## config.mk

```make
export PLATFORM = sky130hd
export DESIGN_NAME = intr_ctrl_flat
export DESIGN_NICKNAME = d
export VERILOG_FILES = /design/src/rtl/intr_ctrl_if.sv /design/src/rtl/intr_ctrl.sv /design/src/flat_wrapper.sv
export SDC_FILE = /design/constraint.sdc
export NUM_CORES = 1
export LEC_CHECK = 0
export ABC_AREA = 0
export BUFFER_PORTS_ARGS = -buffer_cell sky130_fd_sc_hd__buf_2
export CORE_MARGIN = 5
export CORE_UTILIZATION = 30
export DETAILED_ROUTE_END_ITERATION = 10
export GPL_ROUTABILITY_DRIVEN = 1
export GPL_TIMING_DRIVEN = 0
export PLACE_DENSITY = 0.59
export SKIP_LAST_GASP = 1
export SLEW_MARGIN = 20
export SYNTH_ARGS = -nofsm -noshare
export SYNTH_HDL_FRONTEND = slang
export SYNTH_SLANG_ARGS = --single-unit
```

## constraint.sdc

```tcl
create_clock -name clk -period 1.9 [get_ports clk]
set_input_delay 0.38 -clock clk [delete_from_list [all_inputs] [get_ports clk]]
set_output_delay 0.38 -clock clk [all_outputs]
set_load 0.1 [all_outputs]
```

## src/rtl/intr_ctrl_if.sv

```systemverilog
// Interrupt controller bus: request lines and control-unit strobes in,
// dispatch pulses and status out.
interface intr_ctrl_if;
    logic       irq1_in;
    logic       irq2_in;
    logic       timer_tick;
    logic       reti;
    logic       mask_we;
    logic [1:0] mask_d;
    logic       clr_we;
    logic [1:0] clr_d;
    logic       s_intr1;
    logic       s_intr2;
    logic       in_service;
    logic [1:0] pending;
    logic [1:0] mask;

    modport master (
        output irq1_in, irq2_in, timer_tick, reti,
        output mask_we, mask_d, clr_we, clr_d,
        input  s_intr1, s_intr2, in_service, pending, mask
    );

    modport slave (
        input  irq1_in, irq2_in, timer_tick, reti,
        input  mask_we, mask_d, clr_we, clr_d,
        output s_intr1, s_intr2, in_service, pending, mask
    );
endinterface

```

## src/rtl/intr_ctrl.sv

```systemverilog
// Two-line interrupt controller: synchronises and latches requests as pending,
// masks/prioritises them and issues one-cycle dispatch pulses, blocking until reti.
module intr_ctrl #(
    parameter int unsigned SYNC_STAGES = 2,
    parameter bit          EDGE_MODE   = 1'b1
) (
    input  logic        clk,
    input  logic        reset,
    intr_ctrl_if.slave  bus
);

    localparam int unsigned NLINES = 2;

    typedef enum logic [1:0] {
        IDLE = 2'd0,
        FIRE = 2'd1,
        ISR  = 2'd2
    } state_e;

    logic [SYNC_STAGES-1:0] sync1_q, sync1_d;
    logic [SYNC_STAGES-1:0] sync2_q, sync2_d;
    logic [NLINES-1:0]      prev_q, prev_d;
    logic [NLINES-1:0]      pending_q, pending_d;
    logic [NLINES-1:0]      mask_q, mask_d;
    logic [NLINES-1:0]      req_lvl;
    logic [NLINES-1:0]      req_set;
    logic [NLINES-1:0]      disp_clr;
    logic [NLINES-1:0]      sw_clr;
    logic [NLINES-1:0]      enabled;
    state_e                 state_q, state_d;
    logic                   s_intr1_q, s_intr1_d;
    logic                   s_intr2_q, s_intr2_d;
    logic                   in_service_q, in_service_d;

    // Request capture: synchronisers, edge/level detect, timer merges onto line 2
    always_comb begin
        sync1_d = {sync1_q[SYNC_STAGES-2:0], bus.irq1_in};
        sync2_d = {sync2_q[SYNC_STAGES-2:0], bus.irq2_in};
        req_lvl = {sync2_q[SYNC_STAGES-1], sync1_q[SYNC_STAGES-1]};
        prev_d  = req_lvl;
        if (EDGE_MODE) begin
            req_set = req_lvl & ~prev_q;
        end else begin
            req_set = req_lvl;
        end
        req_set = req_set | {bus.timer_tick, 1'b0};
    end

    // Pending and mask: a new set always wins over any clear in the same cycle
    always_comb begin
        sw_clr    = bus.clr_we ? bus.clr_d : NLINES'(0);
        pending_d = (pending_q & ~(disp_clr | sw_clr)) | req_set;
        mask_d    = bus.mask_we ? bus.mask_d : mask_q;
    end

    // Dispatch FSM; decisions use the registered pending and mask
    always_comb begin
        state_d      = state_q;
        disp_clr     = '0;
        s_intr1_d    = 1'b0;
        s_intr2_d    = 1'b0;
        in_service_d = in_service_q;
        enabled      = pending_q & mask_q;

        unique case (state_q)
            IDLE: begin
                in_service_d = 1'b0;
                if (enabled[0]) begin
                    disp_clr     = NLINES'(1);
                    s_intr1_d    = 1'b1;
                    in_service_d = 1'b1;
                    state_d      = FIRE;
                end else if (enabled[1]) begin
                    disp_clr     = NLINES'(2);
                    s_intr2_d    = 1'b1;
                    in_service_d = 1'b1;
                    state_d      = FIRE;
                end
            end
            FIRE: begin
                in_service_d = 1'b1;
                state_d      = ISR;
            end
            ISR: begin
                in_service_d = 1'b1;
                if (bus.reti) begin
                    in_service_d = 1'b0;
                    state_d      = IDLE;
                end
            end
            default: begin
                in_service_d = 1'b0;
                state_d      = IDLE;
            end
        endcase
    end

    always_ff @(posedge clk or negedge reset) begin
        if (!reset) begin
            sync1_q      <= '0;
            sync2_q      <= '0;
            prev_q       <= '0;
            pending_q    <= '0;
            mask_q       <= '0;
            state_q      <= IDLE;
            s_intr1_q    <= 1'b0;
            s_intr2_q    <= 1'b0;
            in_service_q <= 1'b0;
        end else begin
            sync1_q      <= sync1_d;
            sync2_q      <= sync2_d;
            prev_q       <= prev_d;
            pending_q    <= pending_d;
            mask_q       <= mask_d;
            state_q      <= state_d;
            s_intr1_q    <= s_intr1_d;
            s_intr2_q    <= s_intr2_d;
            in_service_q <= in_service_d;
        end
    end

    assign bus.s_intr1    = s_intr1_q;
    assign bus.s_intr2    = s_intr2_q;
    assign bus.in_service = in_service_q;
    assign bus.pending    = pending_q;
    assign bus.mask       = mask_q;

endmodule

```

## src/flat_wrapper.sv

```systemverilog
// flat-port wrapper written by rule: the top's interface ports become plain ports
module intr_ctrl_flat 
#(
    parameter int unsigned SYNC_STAGES = 2,
    parameter bit          EDGE_MODE   = 1'b1
)
  (clk, reset, bus_irq1_in, bus_irq2_in, bus_timer_tick, bus_reti, bus_mask_we, bus_mask_d, bus_clr_we, bus_clr_d, bus_s_intr1, bus_s_intr2, bus_in_service, bus_pending, bus_mask);
  intr_ctrl_if bus_i ();
  input  logic clk;
  input  logic reset;
  input wire logic [$bits(bus_i.irq1_in)-1:0] bus_irq1_in;
  input wire logic [$bits(bus_i.irq2_in)-1:0] bus_irq2_in;
  input wire logic [$bits(bus_i.timer_tick)-1:0] bus_timer_tick;
  input wire logic [$bits(bus_i.reti)-1:0] bus_reti;
  input wire logic [$bits(bus_i.mask_we)-1:0] bus_mask_we;
  input wire logic [$bits(bus_i.mask_d)-1:0] bus_mask_d;
  input wire logic [$bits(bus_i.clr_we)-1:0] bus_clr_we;
  input wire logic [$bits(bus_i.clr_d)-1:0] bus_clr_d;
  output wire logic [$bits(bus_i.s_intr1)-1:0] bus_s_intr1;
  output wire logic [$bits(bus_i.s_intr2)-1:0] bus_s_intr2;
  output wire logic [$bits(bus_i.in_service)-1:0] bus_in_service;
  output wire logic [$bits(bus_i.pending)-1:0] bus_pending;
  output wire logic [$bits(bus_i.mask)-1:0] bus_mask;
  assign bus_i.irq1_in = bus_irq1_in;
  assign bus_i.irq2_in = bus_irq2_in;
  assign bus_i.timer_tick = bus_timer_tick;
  assign bus_i.reti = bus_reti;
  assign bus_i.mask_we = bus_mask_we;
  assign bus_i.mask_d = bus_mask_d;
  assign bus_i.clr_we = bus_clr_we;
  assign bus_i.clr_d = bus_clr_d;
  assign bus_s_intr1 = bus_i.s_intr1;
  assign bus_s_intr2 = bus_i.s_intr2;
  assign bus_in_service = bus_i.in_service;
  assign bus_pending = bus_i.pending;
  assign bus_mask = bus_i.mask;
  intr_ctrl #(.SYNC_STAGES(SYNC_STAGES), .EDGE_MODE(EDGE_MODE)) u_core (.clk(clk), .reset(reset), .bus(bus_i));
endmodule
```

# Word-level counts from Yosys, hierarchy flattened
# Index checks and enable logic that the tools add are counted.
dict set report op_classes {
  eq_ne 4
  n_mux 16
  bitwise 8
  n_reduce_logical 2
}
# op count
set op_table {}
lappend op_table {{2-bit 2-to-1 mux} 7}
lappend op_table {{1-bit 2-to-1 mux} 7}
lappend op_table {{2-bit AND} 3}
lappend op_table {{2-bit OR} 3}
lappend op_table {{2-bit one-hot mux with 3 select lines} 1}
lappend op_table {{2-bit NOT} 2}
lappend op_table {{3-bit by 1-bit inequality test with 1-bit output, second input constant} 1}
lappend op_table {{1-bit one-hot mux with 3 select lines} 1}
lappend op_table {{2-bit by 1-bit equality test with 1-bit output, second input constant} 1}
lappend op_table {{2-bit equality test, second input constant} 1}
lappend op_table {{2-bit logical NOT} 1}
lappend op_table {{2-bit inequality test, second input constant} 1}
lappend op_table {{2-bit AND reduction} 1}
dict set report word_totals {
  reg_bits 15
  in_bits 12
  output_inout_bits 7
}

# Depth between registers and ports, before layout
# Gate-level depths: netlist of run 1.
dict set report depth {
  ltp_word 8
  ltp_mapped 3
}

# Worst setup path after synthesis of run 1
# Ideal clock, no wire load.
dict set report synth_timing {
  path_kind {flip-flop to flip-flop}
  from {reg u_core.pending_q[0], in the netlist u_core.bus.pending[0]}
  to {reg u_core.pending_q[0], in the netlist u_core.bus.pending[0]}
  setup_ps 134
  arrival_time_ps 1379
  required_ps 1766
  path_slack_ps 387
  path_stages_with_launch 4
  path_buffers 0
  period_less_slack_ps 1513
  path_cell_list {dfrtp_1 nand2_1 nor3_1 o22ai_1}
}
dict set report synth_between {
  elab_chain_len 7
}
# element line_no
set synth_rtl {}
lappend synth_rtl {{start, declared} intr_ctrl.sv:23} ;# logic [NLINES-1:0] pending_q, pending_d;
lappend synth_rtl {{start signal, assigned} intr_ctrl.sv:113} ;# pending_q <= pending_d;
lappend synth_rtl {{2-bit AND} intr_ctrl.sv:63} ;# enabled = pending_q & mask_q;
lappend synth_rtl {{2-bit 2-to-1 mux} intr_ctrl.sv:68} ;# if (enabled[0]) begin
lappend synth_rtl {{2-bit 2-to-1 mux} intr_ctrl.sv:65} ;# unique case (state_q)
lappend synth_rtl {{2-bit OR} intr_ctrl.sv:52} ;# pending_d = (pending_q & ~(disp_clr | sw_clr)) | req_set;
lappend synth_rtl {{2-bit NOT} intr_ctrl.sv:52}
lappend synth_rtl {{2-bit AND (*)} intr_ctrl.sv:52}
lappend synth_rtl {{2-bit OR (*)} intr_ctrl.sv:52}
lappend synth_rtl {{named net u_core.pending_d[0]} intr_ctrl.sv:23}
# Mark *: on every way through the listed nets, which the timed path passes. The rest lies on a longest branch.
# A chain may end at the register's enable or synchronous reset.

# Worst setup path after layout of run 1
dict set report layout_timing {
  from {reg u_core.mask_q[1], in the netlist u_core.bus.mask[1]}
  to {out bus_mask[1]}
}
# element line_no
set layout_rtl {}
lappend layout_rtl {{start, declared} intr_ctrl.sv:24} ;# logic [NLINES-1:0] mask_q, mask_d;
lappend layout_rtl {{start signal, assigned} intr_ctrl.sv:114} ;# mask_q <= mask_d;
lappend layout_rtl {{end, declared} flat_wrapper.sv:23} ;# output wire logic [$bits(bus_i.mask)-1:0] bus_mask;
# No word-level cell between the ends.

==> reports/qor.csv, run 1 <==
stage;metric;value;unit
yosys;Netlist cell types;12;
clock_tree;Worst-path clk slew;0.08;ns
clock_tree;H-tree Lvls;1;
cells_and_area;Inserted Diodes;0;
timing;Hold Vio Cnt, Final;0;
yosys;Syn Area/Cell;14.0;um^2
grt;pin count of the biggest net entering global routing;16;
route;initial DRC count;2;
cells_and_area;design area;651;um^2
grt;first-pass GRT wire length;1470;um
grt;initial antenna violation count;0;
placed_design;Buffers on Ports;18;
setup_path;Critical Path RT;1.52;ns
power_and_ir_drop;PD cells;1500;mW/mm^2
timing;pin slew with the least headroom to its limit;0.488;ns
floorplanning;io pins;19;
status;status;finished, final reports clean;
grt;global route overflow;0;
yosys;Yosys reg bits;15;
cells_and_area;Layout area overhead;29.4;%
placed_design;dpl cells;70;
setup_path;CP endpoint kind;output port;
setup_path;slowest stage cell, crit path;buf_2;
clock_tree;post_cts resized;0;
yosys;Syn Std Cell Area;503;um^2
grt;vias in the first global route;363;
yosys;post-synthesis mux area share;0.0672;
placed_design;area post-placement;613;um^2
grt;GRT Util Overall;0.0780;
yosys;Mapped Cells;36;
timing;period utilization;0.795;
yosys;Simple-Gate Fraction of Synth Area;0.107;
placed_design;RePlAce Congestion;0.670;
timing;Max Clk Rate;662;MHz
floorplanning;Die Area;0.00260;mm^2
cells_and_area;Post-Layout Cell Count;75;
yosys;register area share after synthesis;0.746;
floorplanning;core area;0.00154;mm^2
route;Residual DRC;0;
timing;Clock Skews;0.00444;ns
yosys;Synthesis Warnings;0;
route;number of detailed-route iterations in the first pass;2;
clock_tree;CTS Sinks;15;
setup_path;crit path cell chain;buf_2;
timing;Max Slew Vio Count;0;
yosys;main combinational cell family by area after synthesis;simple AND/OR/NAND/NOR gates;
setup_path;CP arrival;1.13;ns
route;Routed wire per std cell;11.2;um
power_and_ir_drop;Peak VDD IR;0.743;mV
flow_run;max cap viols;0;
route;vias per std cell;4.57;
timing;hold slack;0.200;ns
setup_path;CP delay by family, top;buffers and inverters;
yosys;area fraction in compound gates after synthesis;0.0647;
setup_path;Crit Path Class;reg2out;
route;DRT antenna net count;0;
floorplanning;Site Rows;14;
timing;Slew HR;0.677;
clock_tree;Post-CTS Repair Setup Buffers;0;
yosys;Post-Synth XOR/XNOR Area;0;
yosys;Adder-Cell Fraction of Synth Area;0;
floorplanning;Starting Density;0.326;
timing;RSZ-0062 raised after global routing;no;
clock_tree;CTS Buf Count;3;
clock_tree;CTS tree;yes;
setup_path;crit-path max cell delay;0.45;ns
setup_path;maximum fanout along the worst path;4;
min_path;Hold WC Path Type;in2reg;
yosys;Net Count, Synth;48;
setup_path;Buf/Inv on CP;1;
power_and_ir_drop;leak pwr;0.331;nW
cells_and_area;nets;72;
floorplanning;die width;50.9;um
cells_and_area;Fill cells;161;
placed_design;Post-DP HPWL;652;um
floorplanning;chip height;50.9;um
timing;post-route minimum period;1.51;ns
clock_tree;CTS Root Cell;clkbuf_4;
timing;final setup TNS;0;ns
route;DR vias;343;
timing;Setup Viol. Count Final;0;
clock_tree;CTS max path bufs;2;
setup_path;crit start category;flop;
cells_and_area;ratio of cells with drive above 1 in the final layout;0.458;
clock_tree;worst skew pair latency;0.28;ns
route;final WL;842;um
==> sequential cells by signal (all words and copies together), names as in the netlist <==
register and count:
u_core.sync2_q 2, u_core.bus.pending 2, u_core.state_q 2, u_core.bus.s_intr2 1, u_core.bus.s_intr1 1, u_core.prev_q 2, u_core.bus.in_service 1, u_core.bus.mask 2
u_core.sync1_q 2
==> metal layers <==
metal | GRT usage | part of all wire | up-vias
met5 | 0 | 0 | -
met4 | 0.0383 | 0 | 0
met3 | 0.0581 | 0.14 | 0
met2 | 0.122 | 0.50 | 17
met1 | 0.0756 | 0.36 | 157
li1 | - | - | 169
==> layout make-up <==
type	count	area, um^2	area share
inverter	2	7.51	0.0115
multi-input combinational	19	120	0.185
tap	16	20.0	0.0308
sequential	15	375	0.577
clock buffer	3	22.5	0.0346
clock inverter	1	5.00	0.00769
timing repair buffer	19	100	0.154
==> final timing paths <==
check | start | to | slack (ns) | depth (start not counted)
max | u_core.bus.mask[1] | bus_mask[1] | 0.39 | 1
max reg2reg | u_core.state_q[1] | u_core.bus.pending[1] | 0.90 | 3
min | bus_irq2_in | u_core.sync2_q[0] | 0.20 | 1
min in group asynchronous | reset | u_core.bus.pending[0] | 0.52 | 2
min reg2reg | u_core.sync1_q[0] | u_core.sync1_q[1] | 0.36 | 0
max in group asynchronous | reset | u_core.bus.in_service | 1.13 | 2
==> cells by family after synthesis <==
family,Yosys count
flops,15
simple gates,11
compound gates,5
mux,3
buf+inv,2
==> cells in the final DEF (no fill, tap or decap) <==
| master | instances |
|---|---|
| o21ai_2 | 1 |
| a22oi_1 | 1 |
| clkbuf_4 | 3 |
| dfrtp_1 | 15 |
| dlygate4sd3_1 | 1 |
| nor2_1 | 2 |
| a21oi_1 | 2 |
| clkinv_2 | 1 |
| nand2_1 | 5 |
| nor3_1 | 2 |
| mux2_2 | 3 |
| o22ai_1 | 1 |
| buf_2 | 18 |
| nor2b_1 | 1 |
| inv_1 | 2 |
| and4_4 | 1 |
==> timing repair <==
item / in CTS / in global routing
hold buffers: 1 / 0
endpoints found under the hold margin: 15 / 0
setup endpoints to repair: 0 / 0
==> Yosys cell counts <==
cell type  number  area, um^2
a21oi_1         2        10.0
a22oi_1         1        7.51
and4_4          1        11.3
dfrtp_1        15         375
inv_1           2        7.51
mux2_2          3        33.8
nand2_1         5        18.8
nor2_1          2        7.51
nor2b_1         1        6.26
nor3_1          2        10.0
o21ai_2         1        8.76
o22ai_1         1        6.26
==> where the power goes <==
group	switching [W]	total (W)	leakage [nW]	internal [W]
Clock	0.0000937	0.000172	0.0177	0.0000781
Sequential	0.0000397	0.000417	0.178	0.000377
Combinational	0.000307	0.000387	0.135	0.0000800
==> per-stage QoR <==
stage	utilization	setup WS (ns)	total power (W)
6_report	0.422	0.389	0.000975
5_1_grt	0.422	0.321	0.00103
4_1_cts	0.422	0.361	0.000994
3_5_place_dp	0.398	0.689	0.000813
3_3_place_gp	0.398	0.700	0.000809
2_1_floorplan	-	0.387	0.000741
Power figures use the tool's default switching activity.
==> run 2: changes to the inputs <==
Clock period 1.9 ns to 1.4 ns, I/O delays scaled along.
==> reports/qor.csv, run 2 (synthesis gave the netlist of run 1 again) <==
stage;metric;value;unit;change
route;DR vias;345;;+0.58%
clock_tree;CTS Root Cell;clkbuf_4;;
timing;Hold Vio Cnt, Final;0;;unchanged
status;status;finished, final reports clean;;
timing;final setup TNS;0;ns;unchanged
cells_and_area;nets;72;;unchanged
setup_path;CP endpoint;bus_s_intr1;;
power_and_ir_drop;Internal;0.000742;W;+39%
floorplanning;core area;0.00154;mm^2;unchanged
route;initial DRC count;0;;-2
setup_path;CP delay by family, top;buffers and inverters;;
floorplanning;io pins;19;;unchanged
cells_and_area;commonest non-fill, non-tap cell in the layout;buf_2;;
placed_design;RePlAce Congestion;0.652;;-2.7%
floorplanning;die width;50.9;um;unchanged
timing;period utilization;0.926;;
floorplanning;Site Rows;14;;unchanged
power_and_ir_drop;share of power burned in registers;0.427;;about the same
power_and_ir_drop;Net Sw Power;0.000594;W;+35%
clock_tree;CTS Buf Count;3;;unchanged
clock_tree;Worst-path clk slew;0.08;ns;about the same
setup_path;crit path from;u_core.bus.s_intr1;;
cells_and_area;Post-Layout Cell Count;75;;unchanged
clock_tree;CTS max path bufs;2;;unchanged
flow_run;max cap viols;0;;unchanged
setup_path;critical path depth;1;;unchanged
power_and_ir_drop;PD cells;2010;mW/mm^2;+34%
floorplanning;Starting Density;0.326;;unchanged
power_and_ir_drop;Peak VDD IR;0.769;mV;+3.5%
timing;RSZ-0062 raised after global routing;no;;
floorplanning;Die Area;0.00260;mm^2;unchanged
setup_path;R2R depth;3;;unchanged
power_and_ir_drop;clock network fraction of total power;0.174;;-0.002
setup_path;slowest stage cell, crit path;buf_2;;
cells_and_area;ratio of cells with drive above 1 in the final layout;0.508;;+0.0508
grt;GRT Util Overall;0.0750;;-0.00307
setup_path;Crit Path Class;reg2out;;
setup_path;Reg-to-Reg Start;u_core.state_q[1];;
power_and_ir_drop;leak pwr;0.329;nW;-0.78%
timing;Max Clk Rate;771;MHz;
cells_and_area;most frequent cells in the layout;buf_2 (14), dfrtp_1 (11), clkbuf_4 (6);;
cells_and_area;Layout area overhead;32.1;%;
clock_tree;H-tree Lvls;1;;unchanged
timing;Slew HR;0.677;;about the same
setup_path;maximum fanout along the worst path;1;;-3
setup_path;worst reg2reg endpoint;u_core.bus.pending[1];;
grt;first-pass GRT wire length;1380;um;-6.1%
cells_and_area;Inserted Diodes;0;;unchanged
grt;vias in the first global route;321;;-12%
setup_path;worst reg2reg setup slack;0.41;ns;-0.49 ns
clock_tree;CTS Sinks;15;;unchanged
placed_design;dpl cells;70;;unchanged
setup_path;crit path cell chain;buf_2;;
power_and_ir_drop;switching part of the total;0.445;;-0.00665
clock_tree;CTS tree;yes;;
route;Residual DRC;0;;unchanged
setup_path;CP arrival;1.02;ns;-0.11 ns
timing;Setup Viol. Count Final;0;;unchanged
setup_path;crit-path max cell delay;0.42;ns;-0.03 ns
floorplanning;chip height;50.9;um;unchanged
grt;initial antenna violation count;0;;unchanged
setup_path;crit start category;flop;;
route;vias per std cell;4.60;;+0.58%
grt;global route overflow;0;;unchanged
placed_design;Buffers on Ports;18;;unchanged
grt;pin count of the biggest net entering global routing;16;;unchanged
timing;pin slew with the least headroom to its limit;0.488;ns;+0.0000525 ns
cells_and_area;Finished Core Util;0.431;;+0.00893
timing;Clock Skews;0.00451;ns;+0.0000675 ns
route;Routed wire per std cell;11.4;um;+1.8%
power_and_ir_drop;Gate power share;0.398;;+0.002
min_path;beginning of the worst hold path;bus_irq1_in;;
setup_path;Critical Path RT;1.12;ns;-0.40 ns
setup_path;Buf/Inv on CP;1;;unchanged
route;number of detailed-route iterations in the first pass;1;;-1
timing;Max Slew Vio Count;0;;unchanged
route;final WL;857;um;+1.8%
setup_path;CP endpoint kind;output port;;
timing;post-route minimum period;1.30;ns;
min_path;Hold WC Path Type;in2reg;;
clock_tree;worst skew pair latency;0.27;ns;about the same
route;DRT antenna net count;0;;unchanged
-- run 2: routing by layer --
layer,GRT usage,up-vias,share of wire
met2,0.0930,13,0.44
met4,0.0383,0,0
met5,0,-,0
li1,-,170,-
met3,0.0581,0,0.12
met1,0.0921,162,0.44
-- run 2: final cells by class --
cell class	instances	area [um^2]
fill	158	877
sequential	15	380
multi-input combinational	19	120
timing repair buffer	19	110
clock buffer	4	26.3
tap	16	20.0
inverter	2	7.51
-- run 2: power by group through the flow --
stage,Combinational (W),Sequential [W],Clock [W]
CTS,0.000531,0.000570,0.000248
floorplan,0.000103,0.000906,0
global route,0.000558,0.000582,0.000271
global placement,0.000524,0.000577,0
finish,0.000532,0.000571,0.000233
detailed placement,0.000526,0.000578,0
-- run 2: worst min-delay path by stage --
stage | end | slack (ns) | cells past startpoint
2_1_floorplan | u_core.bus.in_service | -0.02 | 0
6_report | u_core.sync1_q[0] | 0.11 | 1
3_3_place_gp | u_core.prev_q[1] | 0.19 | 1
3_5_place_dp | u_core.prev_q[1] | 0.19 | 1
5_1_grt | u_core.sync1_q[0] | 0.09 | 1
4_1_cts | u_core.sync1_q[0] | 0.09 | 1
-- run 2: worst reg2reg max path, cell delays in order, from the launching register on --
cell and delay (ns):
dfrtp_1 0.42, nor2_1 0.15, and4_4 0.24, o21ai_2 0.06
-- run 2: stage by stage --
stage / total power, W / hold WS, ns / setup slack (ns) / area, um^2
after global routing: 0.00141 / 0.0851 / 0.0464 / 664
final: 0.00134 / 0.105 / 0.103 / 664
after CTS: 0.00135 / 0.0939 / 0.0134 / 657
after global placement: 0.00110 / 0.192 / 0.323 / 618
after detailed placement: 0.00110 / 0.194 / 0.319 / 618
after floorplan: 0.00101 / -0.0156 / 0.182 / 508
-- run 2: what timing repair did --
action | 4_1_cts | 5_1_grt
hold endpoints to repair | 15 | 0
hold buffers | 1 | 0
setup endpoints to repair | 1 | 3
buffers inserted | 0 | 0
gates resized for setup | 1 | 3
